### config.mk
export PLATFORM = sky130hd
export DESIGN_NAME = vend_fsm
export DESIGN_NICKNAME = d
export VERILOG_FILES = /design/src/rtl/vend_pkg.sv /design/src/rtl/vend_sat_cnt.sv /design/src/rtl/vend_fsm.sv
export SDC_FILE = /design/constraint.sdc
export NUM_CORES = 1
export LEC_CHECK = 0
export CORE_MARGIN = 1.5
export CORE_UTILIZATION = 45
export CTS_BUF_LIST = sky130_fd_sc_hd__clkbuf_8
export CTS_CLUSTER_SIZE = 14
export DETAILED_ROUTE_END_ITERATION = 7
export PLACE_DENSITY = 0.83
export SLEW_MARGIN = 20
export SYNTH_ARGS = -nofsm -noshare
export SYNTH_HDL_FRONTEND = slang
export SYNTH_SLANG_ARGS = --single-unit
### constraint.sdc
create_clock -name clk -period 2 [get_ports clk]
set_clock_uncertainty 0.1 [all_clocks]
set_input_delay 0.6 -clock clk [delete_from_list [all_inputs] [get_ports clk]]
set_output_delay 0.6 -clock clk [all_outputs]
set_load 0.005 [all_outputs]
### src/rtl/vend_pkg.sv
// ---------------------------------------------------------------------------
// vend_pkg
//   Shared definitions for the vending-machine controller:
//     - state_t      : FSM state encoding (IDLE / COLLECT / VEND / CHANGE)
//     - DEF_*        : default price, coin denominations and widths
//     - max4()       : elaboration helper used to size-check the credit path
// ---------------------------------------------------------------------------
package vend_pkg;

    typedef enum logic [1:0] {
        ST_IDLE    = 2'd0,
        ST_COLLECT = 2'd1,
        ST_VEND    = 2'd2,
        ST_CHANGE  = 2'd3
    } state_t;

    localparam int DEF_PRICE    = 6;
    localparam int DEF_DEN0     = 1;
    localparam int DEF_DEN1     = 2;
    localparam int DEF_DEN2     = 5;
    localparam int DEF_DEN3     = 10;
    localparam int DEF_CREDIT_W = 5;
    localparam int DEF_CNT_W    = 16;

    function automatic int max4(input int a, input int b, input int c, input int d);
        int m;
        m = a;
        if (b > m) m = b;
        if (c > m) m = c;
        if (d > m) m = d;
        return m;
    endfunction

endpackage

### src/rtl/vend_sat_cnt.sv
// ---------------------------------------------------------------------------
// sat_cnt
//   Up-counter that sticks at all-ones instead of wrapping.
//   Ports:
//     clk   in   clock, rising edge
//     rst   in   asynchronous active-high reset, clears the count
//     inc   in   count up by one this cycle
//     cnt   out  current count (CNT_W bits)
// ---------------------------------------------------------------------------
module sat_cnt #(
    parameter int CNT_W = 16
) (
    input  logic             clk,
    input  logic             rst,
    input  logic             inc,
    output logic [CNT_W-1:0] cnt
);

    always_ff @(posedge clk or posedge rst) begin
        if (rst) begin
            cnt <= '0;
        end else if (inc && (cnt != '1)) begin
            cnt <= cnt + 1'b1;
        end
    end

endmodule

### src/rtl/vend_fsm.sv
// ---------------------------------------------------------------------------
// vend_fsm
//   Vending-machine controller. Accepts coins of four denominations, vends
//   one item when credit reaches PRICE, and hands change or a cancel refund
//   to the changer through a valid/ready port. Counts items sold (saturating).
//
//   Ports:
//     clk       in   clock, rising edge
//     rst       in   asynchronous active-high reset
//     coin_vld  in   coin present this cycle
//     coin_sel  in   [1:0] denomination index of the coin
//     cancel    in   refund current credit (ignored in VEND/CHANGE)
//     coin_rdy  out  coins are accepted this cycle (IDLE/COLLECT)
//     coin_rej  out  1-cycle pulse: a coin was offered while coin_rdy=0
//     vend      out  1-cycle pulse: dispense one item
//     chg_vld   out  change/refund amount valid
//     chg_amt   out  [CREDIT_W-1:0] change/refund amount, 0 when !chg_vld
//     chg_rdy   in   changer accepts chg_amt
//     credit    out  [CREDIT_W-1:0] current credit
//     sold_cnt  out  [CNT_W-1:0] items vended, saturating
//
//   state    | meaning
//   ---------+------------------------------------------------------------
//   IDLE     | no credit, waiting for coins
//   COLLECT  | 0 < credit < PRICE, waiting for more coins or cancel
//   VEND     | single cycle: dispense, deduct PRICE, bump sold counter
//   CHANGE   | present credit on chg_amt until the changer takes it
// ---------------------------------------------------------------------------
module vend_fsm
    import vend_pkg::*;
#(
    parameter int PRICE    = DEF_PRICE,
    parameter int DEN0     = DEF_DEN0,
    parameter int DEN1     = DEF_DEN1,
    parameter int DEN2     = DEF_DEN2,
    parameter int DEN3     = DEF_DEN3,
    parameter int CREDIT_W = DEF_CREDIT_W,
    parameter int CNT_W    = DEF_CNT_W
) (
    input  logic                clk,
    input  logic                rst,
    input  logic                coin_vld,
    input  logic [1:0]          coin_sel,
    input  logic                cancel,
    output logic                coin_rdy,
    output logic                coin_rej,
    output logic                vend,
    output logic                chg_vld,
    output logic [CREDIT_W-1:0] chg_amt,
    input  logic                chg_rdy,
    output logic [CREDIT_W-1:0] credit,
    output logic [CNT_W-1:0]    sold_cnt
);

    // Largest credit ever held is PRICE-1 plus the biggest coin; the credit
    // register must hold that without wrapping.
    localparam int MAX_DEN    = max4(DEN0, DEN1, DEN2, DEN3);
    localparam int MAX_CREDIT = PRICE - 1 + MAX_DEN;

    if (PRICE < 1) begin : g_bad_price
        $error("vend_fsm: PRICE must be >= 1");
    end
    if (MAX_CREDIT > (2 ** CREDIT_W) - 1) begin : g_bad_width
        $error("vend_fsm: CREDIT_W too narrow for PRICE-1+max(DEN)");
    end

    localparam logic [CREDIT_W-1:0] PRICE_C = CREDIT_W'(PRICE);

    state_t              state;
    state_t              state_nxt;
    logic [CREDIT_W-1:0] credit_nxt;
    logic [CREDIT_W-1:0] coin_val;
    logic [CREDIT_W-1:0] sum;
    logic [CREDIT_W-1:0] remainder;
    logic                coin_take;
    logic                vend_cyc;

    // Denomination mux
    always_comb begin
        coin_val = '0;
        unique case (coin_sel)
            2'd0: coin_val = CREDIT_W'(DEN0);
            2'd1: coin_val = CREDIT_W'(DEN1);
            2'd2: coin_val = CREDIT_W'(DEN2);
            2'd3: coin_val = CREDIT_W'(DEN3);
            default: coin_val = '0;
        endcase
    end

    assign coin_take = coin_vld & coin_rdy;
    assign sum       = credit + (coin_take ? coin_val : '0);
    assign remainder = credit - PRICE_C;

    // State and credit registers
    always_ff @(posedge clk or posedge rst) begin
        if (rst) begin
            state  <= ST_IDLE;
            credit <= '0;
        end else begin
            state  <= state_nxt;
            credit <= credit_nxt;
        end
    end

    // coin_rej reports a refused coin one cycle after it was offered
    always_ff @(posedge clk or posedge rst) begin
        if (rst) begin
            coin_rej <= 1'b0;
        end else begin
            coin_rej <= coin_vld & ~coin_rdy;
        end
    end

    // Next state / credit
    always_comb begin
        state_nxt  = state;
        credit_nxt = credit;
        unique case (state)
            ST_IDLE, ST_COLLECT: begin
                credit_nxt = sum;
                // Cancel is checked before the price compare so that a coin
                // reaching PRICE together with cancel is refunded, not sold.
                if (cancel && (sum != '0)) begin
                    state_nxt = ST_CHANGE;
                end else if (sum >= PRICE_C) begin
                    state_nxt = ST_VEND;
                end else if (sum != '0) begin
                    state_nxt = ST_COLLECT;
                end else begin
                    state_nxt = ST_IDLE;
                end
            end
            ST_VEND: begin
                credit_nxt = remainder;
                state_nxt  = (remainder != '0) ? ST_CHANGE : ST_IDLE;
            end
            ST_CHANGE: begin
                if (chg_rdy) begin
                    credit_nxt = '0;
                    state_nxt  = ST_IDLE;
                end
            end
            default: begin
                credit_nxt = '0;
                state_nxt  = ST_IDLE;
            end
        endcase
    end

    // Moore outputs decoded from state
    always_comb begin
        coin_rdy = 1'b0;
        vend_cyc = 1'b0;
        chg_vld  = 1'b0;
        chg_amt  = '0;
        unique case (state)
            ST_IDLE, ST_COLLECT: coin_rdy = 1'b1;
            ST_VEND:             vend_cyc = 1'b1;
            ST_CHANGE: begin
                chg_vld = 1'b1;
                chg_amt = credit;
            end
            default: ;
        endcase
    end

    assign vend = vend_cyc;

    sat_cnt #(
        .CNT_W (CNT_W)
    ) u_sold_cnt (
        .clk (clk),
        .rst (rst),
        .inc (vend_cyc),
        .cnt (sold_cnt)
    );

endmodule

== After elaboration in Yosys (flattened, before gate mapping) ==
Index checks and enable logic that the tools add are counted.

* Output and inout port bits: 30
* Register bits: 24
* Bits of input ports: 7
* Word-level logic and storage cells: 40

* $add $sub $neg: 3
* Order comparisons: 1
* Eq/ne operators: 8
* Multiplexer cells: 14
* Reductions and logical operators: 7
* Bitwise logic cells: 3

{| class="wikitable"
|+ Operators with widths
! operator !! count
|-
| $pmux 5 s4 || 1
|-
| $add 16x1->16 const B || 1
|-
| $ne 16x16->1 const B || 1
|-
| $mux 5 || 3
|-
| $pmux 5 s3 || 1
|-
| $reduce_bool 5->1 || 2
|-
| $eq 2x2->1 const B || 4
|-
| $mux 2 || 4
|-
| $pmux 2 s3 || 1
|-
| $add 5x5->5 || 1
|-
| $ge 5x3->1 const B || 1
|-
| $sub 5x3->5 const B || 1
|-
| $eq 2x1->1 const B || 2
|-
| $logic_not 2->1 || 2
|-
| $mux 1 || 4
|-
| $and 1x1->1 || 2
|-
| $logic_and 1x1->1 || 2
|-
| $ne 2x2->1 const B || 1
|-
| $reduce_or 2->1 || 1
|-
| $not 1->1 || 1
|}

== Longest topological paths before layout ==
Gate-level depths: netlist (run 1).

* Depth in word-level cells: 11
* Gate-level depth with buffers: 9
* Depth with buffers taken out: 8

== Modules after synthesis ==
A second synthesis (run 1) with hierarchy kept.

* Cells, all modules: 147
* Area, all modules: 1480.2 µm²

{| class="wikitable"
|+ Modules (own cells, without submodules)
! module !! sequential area each (µm²) !! instances !! cells an instance !! area each (µm²)
|-
| sat_cnt || 400.4 || 1 || 71 || 805.8
|-
| vend_fsm || 200.2 || 1 || 76 || 674.4
|}

== Worst setup path after synthesis (run 1) ==
Ideal clock, no wire load.

* Path type: input port to flip-flop
* Start point: in coin_vld
* End point: reg state[0]
* Data arrival time: 2098 ps
* Stages: 8
* Required time: 1806 ps
* Path buffers: 0
* Slack: -292 ps
* Library setup time: 94 ps
* Path through: nor2b_1 > nor2b_1 > and2_1 > ha_1 > a21oi_1 > a21oi_1 > o221a_2 > a221oi_2

* Word-level cells in the longest chain between the ends: 8
* Elaborated cells on any way between the ends: 10
* Those cells by class: 1 x add/sub; 1 x order compare; 5 x mux; 1 x bitwise; 2 x reduce/logical

{| class="wikitable"
|+ Ends and longest elaborated chain
! what !! RTL line !! source
|-
| from (decl) || vend_fsm.sv:42 || <nowiki>input logic coin_vld,</nowiki>
|-
| $and 1x1->1 * || vend_fsm.sv:90 || <nowiki>assign coin_take = coin_vld & coin_rdy;</nowiki>
|-
| $mux 5 * || vend_fsm.sv:91 || <nowiki>assign sum = credit + (coin_take ? coin_val : '0);</nowiki>
|-
| $add 5x5->5 * || vend_fsm.sv:91 ||
|-
| branches (longest 3 deep; another with $ge 5x3->1) || - ||
|-
| $mux 2 * || vend_fsm.sv:123 || <nowiki>if (cancel && (sum != '0)) begin</nowiki>
|-
| $pmux 2 s3 * || vend_fsm.sv:118 || <nowiki>unique case (state)</nowiki>
|-
| to (signal assigned) || vend_fsm.sv:100 || <nowiki>state <= state_nxt;</nowiki>
|-
| to (decl) || vend_fsm.sv:69 || <nowiki>state_t state;</nowiki>
|}

Mark *: on every way between the ends.
A chain may end at the register's enable or synchronous reset.

== Worst setup path in the final report (run 1) ==
* Start point: reg state[1]
* End point: reg state[0]

* Word-level cells in the longest chain between the ends: 11
* Elaborated cells on any way between the ends: 17
* Those cells by class: 1 x add/sub; 1 x order compare; 4 x eq/ne; 6 x mux; 1 x bitwise; 4 x reduce/logical

{| class="wikitable"
|+ Ends and longest elaborated chain
! what
|-
| branches (longest 11 deep; another with $add 5x5->5)
|}

Parallel ways; which one is timed is not known.

==> results of run 1 <==
[layout make-up]
cell class                      count  share of cell area (%)
Clock inverter                      1                   1.216
Clock buffer                        3                   1.673
Sequential cell                    24                   24.63
Inverter                            5                  0.7603
Timing Repair Buffer               71                   25.95
Multi-Input combinational cell    118                   43.54
Tap cell                           44                   2.230
[state kept, by name (all words and copies together), names as in the netlist]
register and cells:
u_sold_cnt.cnt 16, credit 5, state 2, coin_rej 1
[worst register-to-register path: stages (launching register included)]
cell and delay [ns]:
dfrtp_2 0.44, buf_12 0.13, nor2b_4 0.13, nor2b_4 0.23, and2_4 0.19, ha_4 0.19, a21oi_4 0.09, and3_4 0.20
o221a_4 0.29, a221oi_2 0.22
[layer usage]
| layer | track usage (%) | vias to the layer above | share of wire [%] | routed length (um) |
|---|---|---|---|---|
| met2 | 50.84 | 97 | 50 | 2546 |
| met1 | 34.08 | 813 | 38 | 1915 |
| li1 | - | 696 | - | - |
| met3 | 6.823 | 30 | 7.1 | 364 |
| met5 | 0 | - | 0 | 0 |
| met4 | 18.63 | 0 | 5.5 | 280 |
[cell usage after synthesis, types with 2 or more instances]
| master | instances |
|---|---|
| a21oi_1 | 9 |
| and2_1 | 8 |
| and3_1 | 11 |
| and3_2 | 3 |
| and4_1 | 2 |
| and4_4 | 2 |
| buf_4 | 2 |
| clkbuf_1 | 2 |
| dfrtp_1 | 24 |
| ha_1 | 6 |
| inv_1 | 5 |
| nand2_1 | 10 |
| nand3_1 | 7 |
| nand4_1 | 4 |
| nor2_1 | 3 |
| nor2b_1 | 3 |
| nor3_1 | 2 |
| o211ai_1 | 2 |
| o21a_1 | 3 |
| o21ai_0 | 4 |
| o22ai_1 | 4 |
| xnor2_1 | 12 |
| xor2_1 | 4 |
[worst paths after layout]
| path | endpoint |
|---|---|
| setup / recovery | state[0]$_DFFE_PP0N_ |
| hold / removal | u_sold_cnt.cnt[9]$_DFFE_PP0P_ |
| setup reg to reg | state[0]$_DFFE_PP0N_ |
| hold reg to reg | u_sold_cnt.cnt[9]$_DFFE_PP0P_ |
| max in group asynchronous | state[1]$_DFFE_PP0N_ |
| min in group asynchronous | u_sold_cnt.cnt[4]$_DFFE_PP0P_ |
[logic make-up (layout without fill, tap and decap cells)]
family | Yosys count | count (layout)
and+or+nand+nor | 62 | 62
AOI/OAI and AO/OA | 32 | 32
DFF | 24 | 24
xor gates and xnor gates | 16 | 16
buffers and inverters | 9 | 80
adders and majority gates | 7 | 7
muxes | 1 | 1
[power breakdown]
group,internal (uW),switching [uW],leakage [uW]
clock network,268,169,0.0000357
logic,1190,960,0.000743
registers,631,184,0.000302
[metrics by stage]
step | hold slack, ns | area, um^2
final | 0.4178 | 2469
after global routing | 0.4377 | 2469
after CTS | 0.4200 | 2405
after floorplan | 0.3878 | 1608
after detailed placement | 0.4069 | 2128
after global placement | 0.3823 | 2128
[what timing repair did]
action,in CTS,in global routing
endpoints found under the hold margin,0,0
pin swaps,15,10
gates resized for setup,41,13
endpoints found under the setup margin,18,18
setup buffers,13,6
==> qor.yml, run 1 <==
grt_pass1_wl_mm: 8.114
synth_nets: 165
synth_edf_count: 0
initial_utilization_pct: 48.24
nets: 237
fin_tns_setup_ns: -1.895
setup_slack_ns: -0.2975
final-hold-violation-count: 0
synth_compound_area_share_pct: 14.93
viasPerCell: 6.150
cpMostUsedCell: "nor2b_4"
ys.flop_type: "dfrtp_1"
ys_warn_count: 0
muxShareOfSynthArea_pct: 0.9950
grt_overflow: 0
grt_max_degree: 25
power_uw: 3398
synth_top_family_by_area: "simple AND/OR/NAND/NOR gates"
dp_hpwl_mm: 2.880
maxSlewHeadroom_pct: 71.52
finalCriticalPeriod_ns: 2.297
pwr_density_cell_nw_per_um2: 1376
reg2reg_depth: 9
yosys_register_bits: 24
regToRegSetupSlack_ns: -0.30
clk_latency_ns: 0.27
drv_slew: 0
drc: 0
drt_iter0_markers: 80
grt_setup_unrepaired: "true"
critPathMaxStageDelay_ns: 0.44
multiInputGateArea_um2: 1075
synth-simple-area-share_pct: 25.95
ys_types: 42
ioPinCount: 37
crit_slowest_cell: "dfrtp_2"
syn_inst: 151
p_leak_uw: 0.001080
setup_viol: 13
diodes: 0
yosysSeqAreaShare_pct: 39.80
yosys.area.top_type: "dfrtp_1"
startpoint_type: "register"
final_util_pct: 78.92
critPathKind: "reg -> reg"
hold_class: "reg -> reg"
synth_top_area_share_pct: 39.80
ir_worst_vdd_uv: 840.5
clk_pin_slew_ns: 0.09
vias: 1636
status: "finished with violations"
synthXorXnorAreaFrac_pct: 9.287
wire_per_inst_um: 19.20
rows: 20
dp_cells: 244
crit_family: "simple AND/OR/NAND/NOR gates"
cts_tree: "done"
crit_arrival_ns: 2.38
final_cell_mix: "buf_4, clkdlybuf4s50_1, dfrtp_1, xnor2_1, nand2_1"
finalCritPeriodShare_pct: 114.9
dieArea_um2: 3709
routabilityCongestion: 0.8373
routed_wl_mm: 5.106
cts.sinks: 24
drive_above_1_share_pct: 38.29
detail-route-antenna-nets: 0
nFillCells: 172
cp_num_cells: 9
critical_path.max_fanout: 4
synth_fa_ha_area_share_pct: 6.302
worstMarginPinSlew_ns: 0.4212
final_common_cell: "buf_4"
area_growth_pct: 63.60
cts_buffer_depth: 2
cp-end-kind: "register"
grt_use_total_pct: 30.01
pre_cts_slack_ns: -0.7632
port_buffers: 36
required_ns: 2.08
synthArstFlopShare_pct: 100.0
dr.pass1.iters: 4
fp.coreArea_um2: 3128
numCtsBuffers: 3
postCtsHoldBufs: 0
h-tree-depth: 1
hold_path_depth: 1
cp-startpoint: "state[1]$_DFFE_PP0N_"
r2r-start: "state[1]$_DFFE_PP0N_"
violations: "negative setup slack"
max_freq_mhz: 435.3
area.sequential_um2: 608.1
cts_root_buffer: "clkbuf_8"
die_w_um: 60.91
synth_area_leaders: "dfrtp_1, xnor2_1, ha_1"
fp.dieH_um: 60.91
syn_area_um2: 1509
crit_buf_inv: 1
holdCritStartpoint: "u_sold_cnt.cnt[9]$_DFFE_PP0P_"
syn_area_per_cell_um2: 9.993
grt_pass1_vias: 1699
antenna_found_initial: 0
stdcell_count: 266
cap_violations: 0
worstPathCellList: "buf_12, nor2b_4, nor2b_4, and2_4, ha_4, a21oi_4, and3_4, o221a_4, a221oi_2"
(Power assumes the default switching activity.)
==> inputs of run 2 (changes only) <==
--- a/config.mk
+++ b/config.mk
@@ -5,7 +5,7 @@
 export SDC_FILE = /design/constraint.sdc
 export NUM_CORES = 1
 export LEC_CHECK = 0
-export CORE_MARGIN = 1.5
+export CORE_MARGIN = 3
 export CORE_UTILIZATION = 45
 export CTS_BUF_LIST = sky130_fd_sc_hd__clkbuf_8
 export CTS_CLUSTER_SIZE = 14
==> qor.yml, run 2 (same netlist as run 1, synthesis figures left out) <==
stdcell_count: 260  # -2.3%
power_frac_clock_pct: 13.1  # +0.2 points
final_common_cell: "clkdlybuf4s50_1"
vias: 1513  # -7.5%
required_ns: 2.05  # -0.03 ns
h-tree-depth: 1  # unchanged
finalCriticalPeriod_ns: 2.205  # -0.09213 ns
final_cell_mix: "clkdlybuf4s50_1, buf_4, dfrtp_1, xnor2_1, buf_6"
viasPerCell: 5.819  # -5.4%
comb_power_share_pct: 61.8  # -1.4 points
r2r-start: "state[1]$_DFFE_PP0N_"
setup_viol: 8  # -5
grt_overflow: 0  # unchanged
fp.coreArea_um2: 3128  # unchanged
dp_cells: 243  # -0.41%
port_buffers: 36  # unchanged
clk_latency_ns: 0.27  # about the same
critPathKind: "in -> reg"
worstPathCellList: "buf_6, nor2b_4, nor2b_4, ha_4, fa_2, buf_12, xor2_4, o21a_1, o22ai_2, a21oi_1"
drive_above_1_share_pct: 37.50  # -0.79 points
nFillCells: 186  # +8.1%
drc: 0  # unchanged
startpoint_type: "input pin"
crit_arrival_ns: 2.26  # -0.12 ns
top_register: "u_sold_cnt.cnt"
critPathMaxStageDelay_ns: 0.41  # -0.03 ns
critical_path.max_fanout: 5  # +1
antenna_found_initial: 0  # unchanged
largest_reg_flops: 16  # unchanged
cts_buffer_depth: 2  # unchanged
grt_pass1_wl_mm: 7.452  # -8.2%
detail-route-antenna-nets: 0  # unchanged
hold_class: "reg -> reg"
power_uw: 3242  # -4.6%
cts.sinks: 24  # unchanged
cts_root_buffer: "clkbuf_8"
cp-endpoint: "state[1]$_DFFE_PP0N_"
cts_tree: "done"
initial_utilization_pct: 48.24  # unchanged
whs_ns: 0.4165  # -0.001272 ns
cp-end-kind: "register"
status: "finished with violations"
power_frac_seq_pct: 25.1  # +1.1 points
clk_pin_slew_ns: 0.09  # about the same
die_w_um: 63.91  # +4.9%
rows: 20  # unchanged
worstMarginPinSlew_ns: 0.3230  # -0.09819 ns
routabilityCongestion: 0.8639  # +3.2%
grt_max_degree: 25  # unchanged
dieArea_um2: 4084  # +10%
max_freq_mhz: 453.4  # +4.2%
worstReg2RegEnd: "state[1]$_DFFE_PP0N_"
routed_wl_mm: 4.946  # -3.1%
regToRegSetupSlack_ns: -0.15  # +0.15 ns
grt_pass1_vias: 1542  # -9.2%
drt_iter0_markers: 110  # +38%
grt_setup_unrepaired: "true"
reg.largest.list: "u_sold_cnt.cnt x16, credit x5, state x2"
violations: "negative setup slack"
crit_slowest_cell: "fa_2"
ioPinCount: 37  # unchanged
drv_slew: 0  # unchanged
cpMostUsedCell: "nor2b_4"
diodes: 0  # unchanged
dr.pass1.iters: 4  # unchanged
cp-startpoint: "coin_vld"
p_leak_uw: 0.001057  # -2.1%
swShare_pct: 37.91  # -0.73 points
area_growth_pct: 61.11
numCtsBuffers: 3  # unchanged
ir_worst_vdd_uv: 887.3  # +5.6%
switchingPower_uw: 1229  # -6.4%
dp_hpwl_mm: 2.942  # +2.1%
reg2reg_depth: 9  # unchanged
cap_violations: 0  # unchanged
nets: 231  # -2.5%
p_int_uw: 2013  # -3.5%
final-hold-violation-count: 0  # unchanged
wire_per_inst_um: 19.02  # -0.90%
setup_slack_ns: -0.2053  # +0.09213 ns
pwr_density_cell_nw_per_um2: 1333  # -3.1%
fp.dieH_um: 63.91  # +4.9%
grt_use_total_pct: 23.07  # -6.9 points
finalCritPeriodShare_pct: 110.3  # -4.6 points
maxSlewHeadroom_pct: 78.18  # +6.7 points
run 2: worst min path at each step:
| stage | depth (start not counted) | end | slack, ns | start |
|---|---|---|---|---|
| floorplan | 1 | u_sold_cnt.cnt[14]$_DFFE_PP0P_ | 0.39 | u_sold_cnt.cnt[14]$_DFFE_PP0P_ |
| global placement | 1 | u_sold_cnt.cnt[9]$_DFFE_PP0P_ | 0.38 | u_sold_cnt.cnt[9]$_DFFE_PP0P_ |
| detailed placement | 1 | u_sold_cnt.cnt[9]$_DFFE_PP0P_ | 0.39 | u_sold_cnt.cnt[9]$_DFFE_PP0P_ |
| CTS | 1 | u_sold_cnt.cnt[9]$_DFFE_PP0P_ | 0.41 | u_sold_cnt.cnt[9]$_DFFE_PP0P_ |
| global route | 1 | u_sold_cnt.cnt[9]$_DFFE_PP0P_ | 0.44 | u_sold_cnt.cnt[9]$_DFFE_PP0P_ |
| finish | 1 | u_sold_cnt.cnt[9]$_DFFE_PP0P_ | 0.42 | u_sold_cnt.cnt[9]$_DFFE_PP0P_ |
run 2: timing repair:
action	CTS	global route
pin swaps	11	6
gates resized for setup	46	17
hold endpoints to repair	0	0
hold buffers	0	0
endpoints found under the setup margin	17	16
buffers inserted	8	6
run 2: critical path: cells and delay by family:
| kind | cells | cell delay (ns) |
|---|---|---|
| xor+xnor | 1 | 0.16 |
| simple gates | 2 | 0.26 |
| buf+inv | 2 | 0.24 |
| compound gates | 3 | 0.40 |
| fa+ha+maj | 2 | 0.58 |
run 2: power by group through the flow:
stage                     clock (uW)  combinational (uW)  sequential [uW]
after floorplan                    0                 869              805
after global placement             0                1550              801
after detailed placement           0                1600              809
after CTS                        428                1820              816
after global routing             450                2150              835
final                            425                2000              812
run 2: area by class of cell:
class                      count  area [um^2]  share of cell area [%]
clock buffer                   3        41.29                   1.698
tap                           44        55.05                   2.265
timing repair buffer          65        615.6                   25.32
clock inverter                 1        30.03                   1.235
inverter                       5        18.77                  0.7720
sequential                    24        609.3                   25.06
multi-input combinational    118         1061                   43.64
run 2: metrics by stage:
step                      setup WS, ns  instance area [um^2]  setup TNS [ns]  utilization [%]
after detailed placement       -0.7940                  2121          -4.063            67.80
after global placement         -0.6610                  2121          -3.439            67.80
after CTS                      -0.2028                  2362         -0.8117            75.52
after global routing           -0.2388                  2431          -1.354            77.72
after floorplan                -0.1536                  1608         -0.2766                -
final                          -0.2053                  2431          -1.024            77.72
run 2: metal layers:
metal	global-route usage (%)	up-vias	part of all wire, %
met1	27.96	755	41
met5	0	-	0
li1	-	689	-
met3	5.272	12	5.5
met2	41.55	57	51
met4	4.313	0	2.3
==> inputs of run 3 (changes only) <==
--- a/config.mk
+++ b/config.mk
@@ -7,8 +7,7 @@
 export LEC_CHECK = 0
 export CORE_MARGIN = 3
 export CORE_UTILIZATION = 45
-export CTS_BUF_LIST = sky130_fd_sc_hd__clkbuf_8
-export CTS_CLUSTER_SIZE = 14
+export CTS_BUF_LIST = sky130_fd_sc_hd__clkbuf_4
 export DETAILED_ROUTE_END_ITERATION = 7
 export PLACE_DENSITY = 0.83
 export SLEW_MARGIN = 20
==> qor.yml, run 3 (same netlist as run 1, synthesis figures left out) <==
final_cell_mix: "buf_4, clkdlybuf4s50_1, dfrtp_1, buf_6, xnor2_1"
fp.dieH_um: 63.91  # unchanged
cts.sinks: 24  # unchanged
power_frac_clock_pct: 10.4  # -2.7 points
pwr_density_cell_nw_per_um2: 1313  # -1.5%
drc: 0  # unchanged
area_growth_pct: 69.73
finalCriticalPeriod_ns: 2.168  # -0.03769 ns
reg.largest.list: "u_sold_cnt.cnt x16, credit x5, state x2"
required_ns: 1.30  # -0.75 ns
antenna_found_initial: 0  # unchanged
detail-route-antenna-nets: 0  # unchanged
h-tree-depth: 1  # unchanged
grt_max_degree: 25  # unchanged
routed_wl_mm: 4.984  # +0.77%
violations: "negative setup slack"
ir_worst_vdd_uv: 938.4  # +5.8%
pre_cts_slack_ns: -0.7940  # unchanged
max_freq_mhz: 461.3  # +1.7%
drt_iter0_markers: 121  # +10%
clk_latency_ns: 0.32  # +0.05 ns
rows: 20  # unchanged
grt_overflow: 0  # unchanged
final-hold-violation-count: 0  # unchanged
dr.pass1.iters: 4  # unchanged
ioPinCount: 37  # unchanged
comb_power_share_pct: 65.8  # +4.0 points
grt_pass1_vias: 1611  # +4.5%
top_register: "u_sold_cnt.cnt"
nets: 248  # +7.4%
hold_class: "in -> reg"
cts_buffer_depth: 2  # unchanged
clk_pin_slew_ns: 0.14  # +0.05 ns
startpoint_type: "register"
swShare_pct: 37.67  # -0.24 points
vias: 1594  # +5.4%
setup_slack_ns: -0.1676  # +0.03769 ns
p_leak_uw: 0.001158  # +9.5%
p_int_uw: 2096  # +4.1%
crit_arrival_ns: 1.47  # -0.79 ns
final_common_cell: "buf_4"
numCtsBuffers: 3  # unchanged
critPathKind: "reg -> out"
power_frac_seq_pct: 23.7  # -1.4 points
grt_use_total_pct: 24.47  # +1.4 points
port_buffers: 36  # unchanged
maxSlewHeadroom_pct: 73.91  # -4.3 points
wire_per_inst_um: 17.99  # -5.4%
cap_violations: 0  # unchanged
final_cell_area_um2: 2561  # +5.4%
cp-end-kind: "output port"
cts_tree: "done"
grt_pass1_wl_mm: 7.845  # +5.3%
nFillCells: 167  # -10%
die_w_um: 63.91  # unchanged
switchingPower_uw: 1267  # +3.1%
dpl_cell_area_um2: 2121  # unchanged
grt_setup_unrepaired: "true"
largest_reg_flops: 16  # unchanged
drv_slew: 0  # unchanged
drive_above_1_share_pct: 46.35  # +8.9 points
critical_path.max_fanout: 4  # -1
routabilityCongestion: 0.8639  # unchanged
diodes: 0  # unchanged
dieArea_um2: 4084  # unchanged
cts_root_buffer: "clkbuf_4"
finalCritPeriodShare_pct: 108.4  # -1.9 points
initial_utilization_pct: 48.24  # unchanged
worstMarginPinSlew_ns: 0.3860  # +0.06296 ns
whs_ns: 0.4021  # -0.01445 ns
fp.coreArea_um2: 3128  # unchanged
setup_viol: 9  # +1
dp_hpwl_mm: 2.942  # unchanged
status: "finished with violations"
viasPerCell: 5.755  # -1.1%
[run 3: worst paths after layout]
| kind | from | to | slack [ns] | depth (start not counted) |
|---|---|---|---|---|
| max | state[1]$_DFFE_PP0N_ | chg_amt[0] | -0.17 | 5 |
| min | coin_vld | coin_rej$_DFF_PP0_ | 0.40 | 2 |
| max reg2reg | state[1]$_DFFE_PP0N_ | state[0]$_DFFE_PP0N_ | -0.17 | 8 |
| min reg2reg | u_sold_cnt.cnt[3]$_DFFE_PP0P_ | u_sold_cnt.cnt[3]$_DFFE_PP0P_ | 0.43 | 1 |
| max in group asynchronous | rst | u_sold_cnt.cnt[3]$_DFFE_PP0P_ | 1.03 | 3 |
| min in group asynchronous | rst | u_sold_cnt.cnt[5]$_DFFE_PP0P_ | 0.50 | 3 |
[run 3: layout make-up]
| class | instances | area, um^2 | area share [%] |
|---|---|---|---|
| Multi-Input combinational cell | 118 | 1076 | 42.01 |
| Timing Repair Buffer | 82 | 745.7 | 29.12 |
| Sequential cell | 24 | 613.1 | 23.94 |
| Tap cell | 44 | 55.05 | 2.149 |
| Clock inverter | 1 | 30.03 | 1.172 |
| Clock buffer | 3 | 22.52 | 0.8793 |
| Inverter | 5 | 18.77 | 0.7328 |
[run 3: metal layers]
metal	global-route usage, %	part of all wire [%]	vias up
met4	7.817	3.7	0
li1	-	-	723
met1	27.72	40	785
met2	45.55	52	67
met3	4.569	4.5	19
met5	0	0	-
[run 3: worst max-delay path, cell delays in order, from the launching register on]
cell and delay, ns:
dfrtp_2 0.49, buf_6 0.14, buf_6 0.11, buf_4 0.14
and3_1 0.15, buf_2 0.12
[run 3: timing repair]
action	CTS	global route
resized for setup	65	20
setup buffers	17	15
pin swaps	11	10
endpoints found under the setup margin	25	21
endpoints found under the hold margin	0	0
hold buffers	0	0
[run 3: per-stage QoR]
stage / setup TNS, ns / util [%] / power (uW) / std cells
2_1_floorplan: -0.2766 / - / 1674 / 151
4_1_cts: -0.9793 / 76.48 / 3061 / 264
3_3_place_gp: -3.439 / 67.80 / 2352 / 243
5_1_grt: -1.415 / 81.88 / 3557 / 277
6_report: -1.048 / 81.88 / 3363 / 277
3_5_place_dp: -4.063 / 67.80 / 2414 / 243
[run 3: power by group through the flow]
stage / Combinational (uW) / Clock (uW) / Sequential [uW]
after floorplan: 869 / 0 / 805
after global placement: 1550 / 0 / 801
after detailed placement: 1600 / 0 / 809
after CTS: 1910 / 357 / 791
after global routing: 2360 / 383 / 812
final: 2210 / 351 / 799
